[src/rtl/status_clear_cdc_mc_pkg.sv]
// status_cdc_pkg: shared constants and round-robin pick helper for status_clear_cdc_mc; no ports
package status_cdc_pkg;
  localparam int SETTLE_MAX = 15;
  localparam int CNT_W = $clog2(SETTLE_MAX + 1);
  localparam int CH_MAX = 8;
  localparam int NUM_CH_DEF = 2;
  localparam int MASK_W_DEF = 14;
  function automatic logic [CH_MAX-1:0] rr_pick(input logic [CH_MAX-1:0] ready, input logic [2:0] ptr, input int n);
    logic [2:0] j;
    rr_pick = '0;
    for (int i = CH_MAX - 1; i >= 0; i--) begin
      j = 3'((int'(ptr) + i) % n);
      if (i < n && ready[j]) rr_pick = CH_MAX'(1) << j;
    end
  endfunction
endpackage

[src/rtl/status_clear_cdc_mc_if.sv]
// status_clear_cdc_mc_if: source toggle/mask/ack handshake plus clear-pulse outputs; master = sources+monitor, slave = CDC block
interface status_clear_cdc_mc_if import status_cdc_pkg::*; #(
  parameter int NUM_CH = NUM_CH_DEF,
  parameter int MASK_W = MASK_W_DEF
);
  logic [NUM_CH-1:0] clr_req_tgl_src;
  logic [NUM_CH*MASK_W-1:0] clr_mask_src;
  logic [NUM_CH-1:0] clr_ack_tgl_hf;
  logic clr_pulse;
  logic [MASK_W-1:0] clr_mask;
  logic [NUM_CH-1:0] clr_src;
  logic busy;
  logic proto_err;
  modport master(output clr_req_tgl_src, clr_mask_src, input clr_ack_tgl_hf, clr_pulse, clr_mask, clr_src, busy, proto_err);
  modport slave(input clr_req_tgl_src, clr_mask_src, output clr_ack_tgl_hf, clr_pulse, clr_mask, clr_src, busy, proto_err);
endinterface

[src/rtl/status_clear_cdc_mc_ch.sv]
// status_clr_cdc_ch: one channel (toggle/mask sync, edge detect, settle counter, ack toggle); in tgl_src/mask_src/grant, out ready/pending/mask_sync/ack_tgl/dup_edge
module status_clr_cdc_ch import status_cdc_pkg::*; #(
  parameter int MASK_W = MASK_W_DEF,
  parameter int SYNC_STAGES = 2,
  parameter int SETTLE = 2
) (
  input  logic HF_CLK,
  input  logic NRST_sync,
  input  logic tgl_src,
  input  logic [MASK_W-1:0] mask_src,
  input  logic grant,
  output logic ready,
  output logic pending,
  output logic [MASK_W-1:0] mask_sync,
  output logic ack_tgl,
  output logic dup_edge
);
  logic [SYNC_STAGES-1:0] tsync;
  logic [MASK_W-1:0] msync [SYNC_STAGES];
  logic prev, edge_det;
  logic [CNT_W-1:0] cnt;
  assign edge_det = tsync[SYNC_STAGES-1] ^ prev;
  assign dup_edge = edge_det & pending;
  assign ready = pending && cnt == CNT_W'(SETTLE);
  assign mask_sync = msync[SYNC_STAGES-1];
  always_ff @(posedge HF_CLK or negedge NRST_sync)
    if (!NRST_sync) begin
      tsync <= '0;
      for (int i = 0; i < SYNC_STAGES; i++) msync[i] <= '0;
      prev <= 1'b0;
      pending <= 1'b0;
      cnt <= '0;
      ack_tgl <= 1'b0;
    end else begin
      tsync <= {tsync[SYNC_STAGES-2:0], tgl_src};
      msync[0] <= mask_src;
      for (int i = 1; i < SYNC_STAGES; i++) msync[i] <= msync[i-1];
      prev <= tsync[SYNC_STAGES-1];
      pending <= edge_det | (pending & ~grant);
      cnt <= edge_det ? '0 : (pending && cnt != CNT_W'(SETTLE)) ? cnt + 1'b1 : cnt;
      ack_tgl <= ack_tgl ^ grant;
    end
endmodule

[src/rtl/status_clear_cdc_mc.sv]
// status_clear_cdc_mc: multi-channel status-clear toggle CDC into HF_CLK with arbiter; ports HF_CLK, NRST_sync, bus (slave: toggles/masks in, acks/pulse/mask/src/busy/proto_err out)
module status_clear_cdc_mc import status_cdc_pkg::*; #(
  parameter int NUM_CH = NUM_CH_DEF,
  parameter int MASK_W = MASK_W_DEF,
  parameter int SYNC_STAGES = 2,
  parameter int SETTLE = 2,
  parameter int MERGE = 0
) (
  input logic HF_CLK,
  input logic NRST_sync,
  status_clear_cdc_mc_if.slave bus
);
  logic [NUM_CH-1:0] ready, pending, dup, grant;
  logic [MASK_W-1:0] msync [NUM_CH];
  logic [MASK_W-1:0] gmask;
  logic [CH_MAX-1:0] rr;
  logic [2:0] ptr, ptr_nxt;
  for (genvar c = 0; c < NUM_CH; c++) begin : g_ch
    status_clr_cdc_ch #(.MASK_W(MASK_W), .SYNC_STAGES(SYNC_STAGES), .SETTLE(SETTLE)) u_ch (
      .HF_CLK(HF_CLK),
      .NRST_sync(NRST_sync),
      .tgl_src(bus.clr_req_tgl_src[c]),
      .mask_src(bus.clr_mask_src[c*MASK_W +: MASK_W]),
      .grant(grant[c]),
      .ready(ready[c]),
      .pending(pending[c]),
      .mask_sync(msync[c]),
      .ack_tgl(bus.clr_ack_tgl_hf[c]),
      .dup_edge(dup[c])
    );
  end
  assign bus.busy = |pending;
  // pointer names the channel the next round-robin search starts from
  always_comb begin
    rr = rr_pick(CH_MAX'(ready), ptr, NUM_CH);
    grant = MERGE != 0 ? ready : rr[NUM_CH-1:0];
    gmask = '0;
    ptr_nxt = ptr;
    for (int i = 0; i < NUM_CH; i++) begin
      gmask = gmask | (grant[i] ? msync[i] : '0);
      ptr_nxt = grant[i] ? 3'((i + 1) % NUM_CH) : ptr_nxt;
    end
  end
  always_ff @(posedge HF_CLK or negedge NRST_sync)
    if (!NRST_sync) begin
      bus.clr_pulse <= 1'b0;
      bus.clr_mask <= '0;
      bus.clr_src <= '0;
      bus.proto_err <= 1'b0;
      ptr <= '0;
    end else begin
      bus.clr_pulse <= |grant;
      if (|grant) begin
        bus.clr_mask <= gmask;
        bus.clr_src <= grant;
        ptr <= ptr_nxt;
      end
      bus.proto_err <= bus.proto_err | (|dup);
    end
endmodule

[src/flat_wrapper.sv]
// flat-port wrapper written by rule: the top's interface ports become plain ports
module status_clear_cdc_mc_flat import status_cdc_pkg::*;
#(
  parameter int NUM_CH = NUM_CH_DEF,
  parameter int MASK_W = MASK_W_DEF,
  parameter int SYNC_STAGES = 2,
  parameter int SETTLE = 2,
  parameter int MERGE = 0
)
  (HF_CLK, NRST_sync, bus_clr_req_tgl_src, bus_clr_mask_src, bus_clr_ack_tgl_hf, bus_clr_pulse, bus_clr_mask, bus_clr_src, bus_busy, bus_proto_err);
  status_clear_cdc_mc_if #(.NUM_CH(NUM_CH), .MASK_W(MASK_W)) bus_i ();
  input logic HF_CLK;
  input logic NRST_sync;
  input wire logic [$bits(bus_i.clr_req_tgl_src)-1:0] bus_clr_req_tgl_src;
  input wire logic [$bits(bus_i.clr_mask_src)-1:0] bus_clr_mask_src;
  output wire logic [$bits(bus_i.clr_ack_tgl_hf)-1:0] bus_clr_ack_tgl_hf;
  output wire logic [$bits(bus_i.clr_pulse)-1:0] bus_clr_pulse;
  output wire logic [$bits(bus_i.clr_mask)-1:0] bus_clr_mask;
  output wire logic [$bits(bus_i.clr_src)-1:0] bus_clr_src;
  output wire logic [$bits(bus_i.busy)-1:0] bus_busy;
  output wire logic [$bits(bus_i.proto_err)-1:0] bus_proto_err;
  assign bus_i.clr_req_tgl_src = bus_clr_req_tgl_src;
  assign bus_i.clr_mask_src = bus_clr_mask_src;
  assign bus_clr_ack_tgl_hf = bus_i.clr_ack_tgl_hf;
  assign bus_clr_pulse = bus_i.clr_pulse;
  assign bus_clr_mask = bus_i.clr_mask;
  assign bus_clr_src = bus_i.clr_src;
  assign bus_busy = bus_i.busy;
  assign bus_proto_err = bus_i.proto_err;
  status_clear_cdc_mc #(.NUM_CH(NUM_CH), .MASK_W(MASK_W), .SYNC_STAGES(SYNC_STAGES), .SETTLE(SETTLE), .MERGE(MERGE)) u_core (.HF_CLK(HF_CLK), .NRST_sync(NRST_sync), .bus(bus_i));
endmodule
[config.mk]
export PLATFORM = sky130hd
export DESIGN_NAME = status_clear_cdc_mc_flat
export DESIGN_NICKNAME = d
export VERILOG_FILES = /design/src/rtl/status_clear_cdc_mc_pkg.sv /design/src/rtl/status_clear_cdc_mc_if.sv /design/src/rtl/status_clear_cdc_mc_ch.sv /design/src/rtl/status_clear_cdc_mc.sv /design/src/flat_wrapper.sv
export SDC_FILE = /design/constraint.sdc
export NUM_CORES = 1
export LEC_CHECK = 0
export CORE_MARGIN = 2
export CORE_UTILIZATION = 61
export CTS_CLUSTER_DIAMETER = 120
export DETAILED_ROUTE_END_ITERATION = 8
export DONT_BUFFER_PORTS = 1
export PLACE_DENSITY = 0.74
export SYNTH_ARGS = -nofsm -noshare
export SYNTH_HDL_FRONTEND = slang
export SYNTH_SLANG_ARGS = --single-unit
export TNS_END_PERCENT = 30
[constraint.sdc]
create_clock -name HF_CLK -period 2.3 [get_ports HF_CLK]
set_input_delay 0.345 -clock HF_CLK [delete_from_list [all_inputs] [get_ports HF_CLK]]
set_output_delay 0.345 -clock HF_CLK [all_outputs]
set_load 0.005 [all_outputs]
==> flow_summary.yaml, run 1 <==
clocking:
  cts_max_path_buffers: 2
  cts_tree: "done"
  cts-root-buf: "clkbuf_8"
  cts_buffers: 9
  clk_pin_slew_ns: 0.09
  cts_max_level: 3
  insertion_delay_ns: 0.35
  numClockSinks: 93
  cts_setup_buffers: 0
  cts_resized: 0
sta:
  setup_tns_ns: 0
  rsz0062_at_grt: "no"
  period_minus_slack_ns: 1.81
  hold_slack_ns: -0.318
  finClkSkew_ns: 0.0103
  fin_crit_sh_pct: 78.9
  hold_violations: 93
  relSlewSlack_pct: 64.6
  final-max-slew-violation-count: 0
  max_freq_ghz: 0.551
  tightest_slew_ns: 0.530
  setup_viol: 0
critical_path:
  reg2reg_slack_ns: 0.49
  cp_num_buf_inv: 2
  rr_worst_depth: 6
  critPathMaxFanout: 17
  cp_slowest_cell: "dfrtp_1"
  r2r-start: "u_core.g_ch[1].u_ch.cnt[0]"
  worstPathRequired_ns: 2.53
  worst-setup-path-type: "flip-flop to flip-flop"
  endpoint_kind: "flip-flop"
  critPathMaxStageDelay_ns: 0.39
  arrival_ns: 2.04
  path_delay_family: "compound AO/OA/AOI/OAI gates"
  crit_chain: "inv_1 > ha_1 > and4bb_1 > buf_4 > a21o_4 > o221a_2"
  cp-start-kind: "flip-flop"
  r2r-end: "u_core.bus.clr_mask[2]"
detailed_routing:
  drt_iter0_markers: 112
  drt_wl_total_um: 4850
  wl_per_cell_um: 17.3
  vias: 1545
  final_antenna_net_count: 0
  firstDrtPassIters: 6
  via_per_inst: 5.50
  drc: 0
grt:
  grt_pass1_wl_um: 7630
  track_usage_pct: 19.2
  grt_overflow: 0
  grt_antenna_before_repair: 0
  grt_max_degree: 94
  grt_pass1_vias: 1549
synthesis:
  ys_async_sr_fraction_pct: 100
  synth_edf_count: 0
  ys_warn_count: 0
  syn_nets: 220
  netlist_instances: 184
  synth.avg_cell_area_um2: 16.6
  syn_area_um2: 3050
  yosys_register_bits: 93
  synthFlopType: "dfrtp_1"
  yosys.cell_types.count: 33
  seq_area_frac_synth_pct: 76.3
pwr:
  leakage_nw: 1.55
  switching_share_pct: 26.3
  intPower_w: 0.00307
  peakVddDrop_uv: 803
  pwr-share-comb_pct: 17.5
  p_sw_w: 0.00109
  clockPowerShare_pct: 30.6
  power_density_nw_per_um2: 1180
  p_seq_share_pct: 51.9
layout:
  drive_gt1_share_pct: 13.6
  final_net_count: 245
  multi_input_area_um2: 632
  seqCellArea_um2: 2330
  stdcell_count: 281
  filler_cell_count: 303
  diodes: 0
  area_delta_synth_final_pct: 15.8
  fin_area_um2: 3530
place:
  placed_area_um2: 3070
  dpl.cell_count: 243
  globalplace.congestion: 0.713
  io_buffers: 0
  dp_hpwl_um: 2920
run:
  drv_cap: 0
hold_path:
  hold_class: "input pin to asynchronous set/reset pin"
floorplanning:
  rows: 25
  start_util_pct: 63.7
  core_um2: 4790
  die_y_um: 74.7
  fp.dieW_um: 74.7
  io_pins: 53
  dieArea_um2: 5580
outcome:
  violations: "negative hold slack"
  status: "complete, but fails checks"
## through the flow
stage / power, W / hold slack (ns) / setup slack, ns / utilization [%]
after global placement: 0.00283 / 0.0513 / 0.590 / 64.1
after CTS: 0.00417 / -0.335 / 0.483 / 69.2
after detailed placement: 0.00289 / 0.0521 / 0.504 / 64.1
after floorplan: 0.00276 / 0.0494 / 0.665 / -
after global routing: 0.00439 / -0.346 / 0.367 / 73.8
final: 0.00416 / -0.318 / 0.486 / 73.8
## cell families (layout without fill, tap and decap cells)
| kind of cell | Yosys count | in the layout | share of synthesized area [%] |
|---|---|---|---|
| AOI/OAI and AO/OA | 32 | 32 | 9.52 |
| DFF | 93 | 93 | 76.3 |
| and+or+nand+nor | 35 | 35 | 7.51 |
| buffers and inverters | 13 | 43 | 2.99 |
| muxes | 1 | 1 | 0.328 |
| adders and majority gates | 4 | 4 | 1.64 |
| xor gates and xnor gates | 6 | 6 | 1.72 |
## placed cells by master, fill, tap and decap left out, types with 3 or more instances in the layout
master / n
nand2_1: 4
clkbuf_8: 10
xor2_1: 4
dfrtp_1: 93
o21ai_0: 5
inv_1: 4
nor2_1: 3
o221a_2: 6
bufinv_16: 3
dlygate4sd3_1: 22
a21oi_1: 4
or3_1: 16
o221a_1: 8
ha_1: 4
## layout make-up
cell class | instances | area share (%)
clock inverters | 6 | 3.08
repair buffers | 23 | 6.45
multi-input cells | 78 | 17.9
well taps | 67 | 2.37
clock buffers | 10 | 3.90
inverters | 4 | 0.425
flip-flops and latches | 93 | 65.9
## worst reg2reg max path: cells and delay by family (launching register included)
kind                     cells  cell delay, ns
AO/OA/AOI/OAI                2            0.60
buffers and inverters        2            0.28
flip-flops                   1            0.39
AND/OR/NAND/NOR              1            0.20
adder cells (fa/ha/maj)      1            0.23
## worst max-delay path by stage
stage | start | endpoint | slack [ns] | depth (start not counted)
2_1_floorplan | u_core.g_ch[1].u_ch.cnt[0] | u_core.bus.clr_mask[10] | 0.67 | 7
3_3_place_gp | u_core.g_ch[1].u_ch.cnt[0] | u_core.bus.clr_mask[3] | 0.59 | 6
3_5_place_dp | u_core.g_ch[1].u_ch.cnt[0] | u_core.bus.clr_mask[0] | 0.50 | 6
4_1_cts | u_core.g_ch[1].u_ch.cnt[0] | u_core.bus.clr_mask[2] | 0.48 | 6
5_1_grt | u_core.g_ch[0].u_ch.cnt[0] | u_core.bus.clr_mask[2] | 0.37 | 5
6_report | u_core.g_ch[1].u_ch.cnt[0] | u_core.bus.clr_mask[2] | 0.49 | 6
## per-layer routing
metal  global-route usage, %  wire length (µm)  share of wire (%)  vias up
met5                       0                 0                  0        -
met3                    5.89               224                4.6       11
met2                    28.6              2450                 50       43
li1                        -                 -                  -      703
met1                    24.9              2040                 42      788
met4                    12.3               138                2.8        0
## cells in the mapped netlist (2+ instances only)
library cell / number / area share [%]
dfrtp_1: 93 / 76
or3_1: 16 / 3.3
o221a_1: 8 / 3.0
o221a_2: 6 / 2.2
o21ai_0: 5 / 0.82
a21oi_1: 4 / 0.66
buf_6: 4 / 1.5
ha_1: 4 / 1.6
inv_1: 4 / 0.49
nand2_1: 4 / 0.49
xor2_1: 4 / 1.1
buf_4: 3 / 0.74
nor2_1: 3 / 0.37
a21o_1: 2 / 0.49
nand3_1: 2 / 0.33
nand4_1: 2 / 0.41
nor3b_1: 2 / 0.49
or3b_2: 2 / 0.57
xnor2_1: 2 / 0.57
## sequential cells by signal, summed over array words and instances, names as in the netlist, 4 cells and up
name                        flops
u_core.g_ch.u_ch.cnt            8
u_core.g_ch.u_ch.tsync          4
u_core.g_ch.u_ch.mask_sync     28
u_core.g_ch.u_ch.msync         28
u_core.bus.clr_mask            14
## power by group through the flow
stage / clock (W) / sequential (W) / combinational, W
finish: 0.00128 / 0.00216 / 0.000729
global route: 0.00137 / 0.00220 / 0.000823
CTS: 0.00130 / 0.00216 / 0.000702
detailed placement: 0 / 0.00219 / 0.000697
global placement: 0 / 0.00218 / 0.000649
floorplan: 0 / 0.00208 / 0.000674
Note: power is estimated with default switching activity, not from simulation.
==> inputs of run 2 (changes only) <==
==> constraint.sdc (replaced) <==
create_clock -name HF_CLK -period 1.7 [get_ports HF_CLK]
set_input_delay 0.255 -clock HF_CLK [delete_from_list [all_inputs] [get_ports HF_CLK]]
set_output_delay 0.255 -clock HF_CLK [all_outputs]
set_load 0.005 [all_outputs]
==> run 2 against run 1 <==
  * Total power rose by 30%
  * Clock power up 4%
  * Sequential share of layout area is 1.9 points lower
  * Flip-flop and latch count is the same
  * Sequential power grew 35%
  * Critical path type unchanged
  * Largest cell class unchanged
  * Critical path depth fell by 1
  * The run still ends with negative hold slack left
==> flow_summary.yaml, run 2 (synthesis results as in run 1) <==
critical_path:
  cp_slowest_cell: "dfrtp_1"
  r2r-end: "u_core.bus.clr_mask[2]"
  reg2reg_slack_ns: 0.08
  arrival_ns: 1.86
  path_delay_family: "compound AO/OA/AOI/OAI gates"
  critPathMaxFanout: 8
  path_depth: 5
  worst-setup-path-type: "flip-flop to flip-flop"
  critPathMaxStageDelay_ns: 0.42
  cp-start-kind: "flip-flop"
  cp_num_buf_inv: 1
  r2r-start: "u_core.g_ch[0].u_ch.cnt[0]"
  rr_worst_depth: 5
  crit_chain: "inv_1 > ha_2 > nand4bb_4 > a21o_4 > o221a_2"
  worstPathRequired_ns: 1.95
  endpoint_kind: "flip-flop"
detailed_routing:
  wl_met1_um: 2090
  wl_met3_um: 295
  wl_met2_um: 2990
  firstDrtPassIters: 4
  vias: 1637
  drt_iter0_markers: 107
  via_per_inst: 5.53
  drt_wl_total_um: 5530
  drc: 0
  top_layer: "met4"
  final_antenna_net_count: 0
  wl_per_cell_um: 18.7
run:
  drv_cap: 0
clocking:
  numClockSinks: 93
  hold_buffers: 30
  cts_max_level: 3
  cts_tree: "done"
  cts_max_path_buffers: 2
  cts_buffers: 9
  cts-root-buf: "clkbuf_8"
  insertion_delay_ns: 0.36
  clk_pin_slew_ns: 0.09
sta:
  finClkSkew_ns: 0.0108
  max_freq_ghz: 0.618
  hold_violations: 93
  fin_crit_sh_pct: 95.1
  final-max-slew-violation-count: 0
  hold_slack_ns: -0.418
  relSlewSlack_pct: 60.2
  period_minus_slack_ns: 1.62
  setup_viol: 0
  fin_ws_ns: 0.0826
  tightest_slew_ns: 0.595
pwr:
  leakage_nw: 1.57
  peakVddDrop_uv: 896
  power_density_nw_per_um2: 1490
  total_power_w: 0.00543
floorplanning:
  fp.dieW_um: 74.7
  dieArea_um2: 5580
  die_y_um: 74.7
  core_um2: 4790
  rows: 25
  io_pins: 53
  start_util_pct: 63.7
outcome:
  violations: "negative hold slack"
  status: "complete, but fails checks"
place:
  dpl.cell_count: 248
  place_ws_ns: -0.00729
  io_buffers: 0
  dp_hpwl_um: 3140
  globalplace.congestion: 0.843
grt:
  track_usage_pct: 23.0
  grt_overflow: 0
  grt_pass1_vias: 1814
  grt_max_degree: 94
  grt_antenna_before_repair: 0
  grt_pass1_wl_um: 8860
hold_path:
  hold_class: "input pin to asynchronous set/reset pin"
layout:
  final_cell_mix: "93 x dfrtp_1, 30 x dlygate4sd3_1, 16 x or3_1"
  diodes: 0
  area_delta_synth_final_pct: 19.2
  stdcell_count: 296
  filler_cell_count: 276
  final_net_count: 260
  drive_gt1_share_pct: 17.0
  final_common_cell: "dfrtp_1"
## run 2: cell count changes in the layout (fill, tap and decap cells not counted), sizes merged
cell / previous run / this run
a21o: 3 / 4
buf: 1 / 7
bufinv: 3 / 0
clkinv: 2 / 3
clkinvlp: 0 / 2
dlygate4sd3: 22 / 30
## run 2: layout make-up
| cell class | instances | area (µm²) | share of cell area (%) |
|---|---|---|---|
| Multi-Input combinational cell | 79 | 671 | 18.4 |
| Sequential cell | 93 | 2330 | 64.0 |
| Tap cell | 67 | 83.8 | 2.30 |
| Inverter | 4 | 15.0 | 0.413 |
| Clock buffer | 10 | 138 | 3.78 |
| Clock inverter | 6 | 46.3 | 1.27 |
| Timing Repair Buffer | 37 | 357 | 9.80 |
## run 2: power by group
group          switching, W  leakage, nW  internal [W]
clock network      0.000751       0.0889      0.000578
registers          0.000326         1.08       0.00259
logic              0.000529        0.403      0.000657
## run 2: metrics by stage
stage	hold slack (ns)	utilization [%]	TNS, ns	cell area [µm²]
3_5_place_dp	-0.0380	64.8	-0.00729	3100
5_1_grt	-0.440	76.0	-0.0141	3640
3_3_place_gp	-0.0372	64.8	0	3100
2_1_floorplan	-0.0406	-	0	3050
4_1_cts	-0.430	75.7	0	3620
6_report	-0.418	76.0	0	3640
## run 2: worst reg2reg max path, delay by kind of cell (launching register included)
kind            cells  cell delay, ns
fa+ha+maj           1            0.23
flops               1            0.42
compound gates      2            0.56
buf+inv             1            0.10
simple gates        1            0.20
## run 2: worst max-delay path by stage
stage | startpoint | slack, ns | end
after CTS | u_core.g_ch[0].u_ch.cnt[0] | 0.04 | u_core.bus.clr_mask[12]
after floorplan | u_core.g_ch[1].u_ch.cnt[0] | 0.07 | u_core.bus.clr_mask[10]
after global placement | u_core.g_ch[1].u_ch.cnt[1] | 0.09 | u_core.bus.clr_mask[1]
after global routing | u_core.g_ch[0].u_ch.cnt[0] | -0.006 | u_core.bus.clr_mask[13]
after detailed placement | u_core.g_ch[0].u_ch.cnt[0] | -0.007 | u_core.bus.clr_mask[2]
final | u_core.g_ch[0].u_ch.cnt[0] | 0.08 | u_core.bus.clr_mask[2]
## run 2: routing by layer
metal / global-route usage [%] / up-vias
met3: 7.23 / 15
met4: 13.1 / 0
met2: 38.2 / 56
met1: 26.6 / 837
met5: 0 / -
li1: - / 729
## run 2: timing repair
| item | in CTS | in global routing |
|---|---|---|
| pin swaps | 0 | 0 |
| gates resized for setup | 5 | 3 |
| endpoints found under the hold margin | 123 | 93 |
| gates cloned | 1 | 0 |
| buffers inserted | 0 | 1 |
| setup endpoints to repair | 6 | 16 |
==> inputs of run 3 (changes only) <==
--- a/config.mk
+++ b/config.mk
@@ -5,6 +5,7 @@
 export SDC_FILE = /design/constraint.sdc
 export NUM_CORES = 1
 export LEC_CHECK = 0
+export CAP_MARGIN = 10
 export CORE_MARGIN = 2
 export CORE_UTILIZATION = 61
 export CTS_CLUSTER_DIAMETER = 120
==> results of run 3 <==
The final DEF is identical to that of run 2; final timing and power are the same.
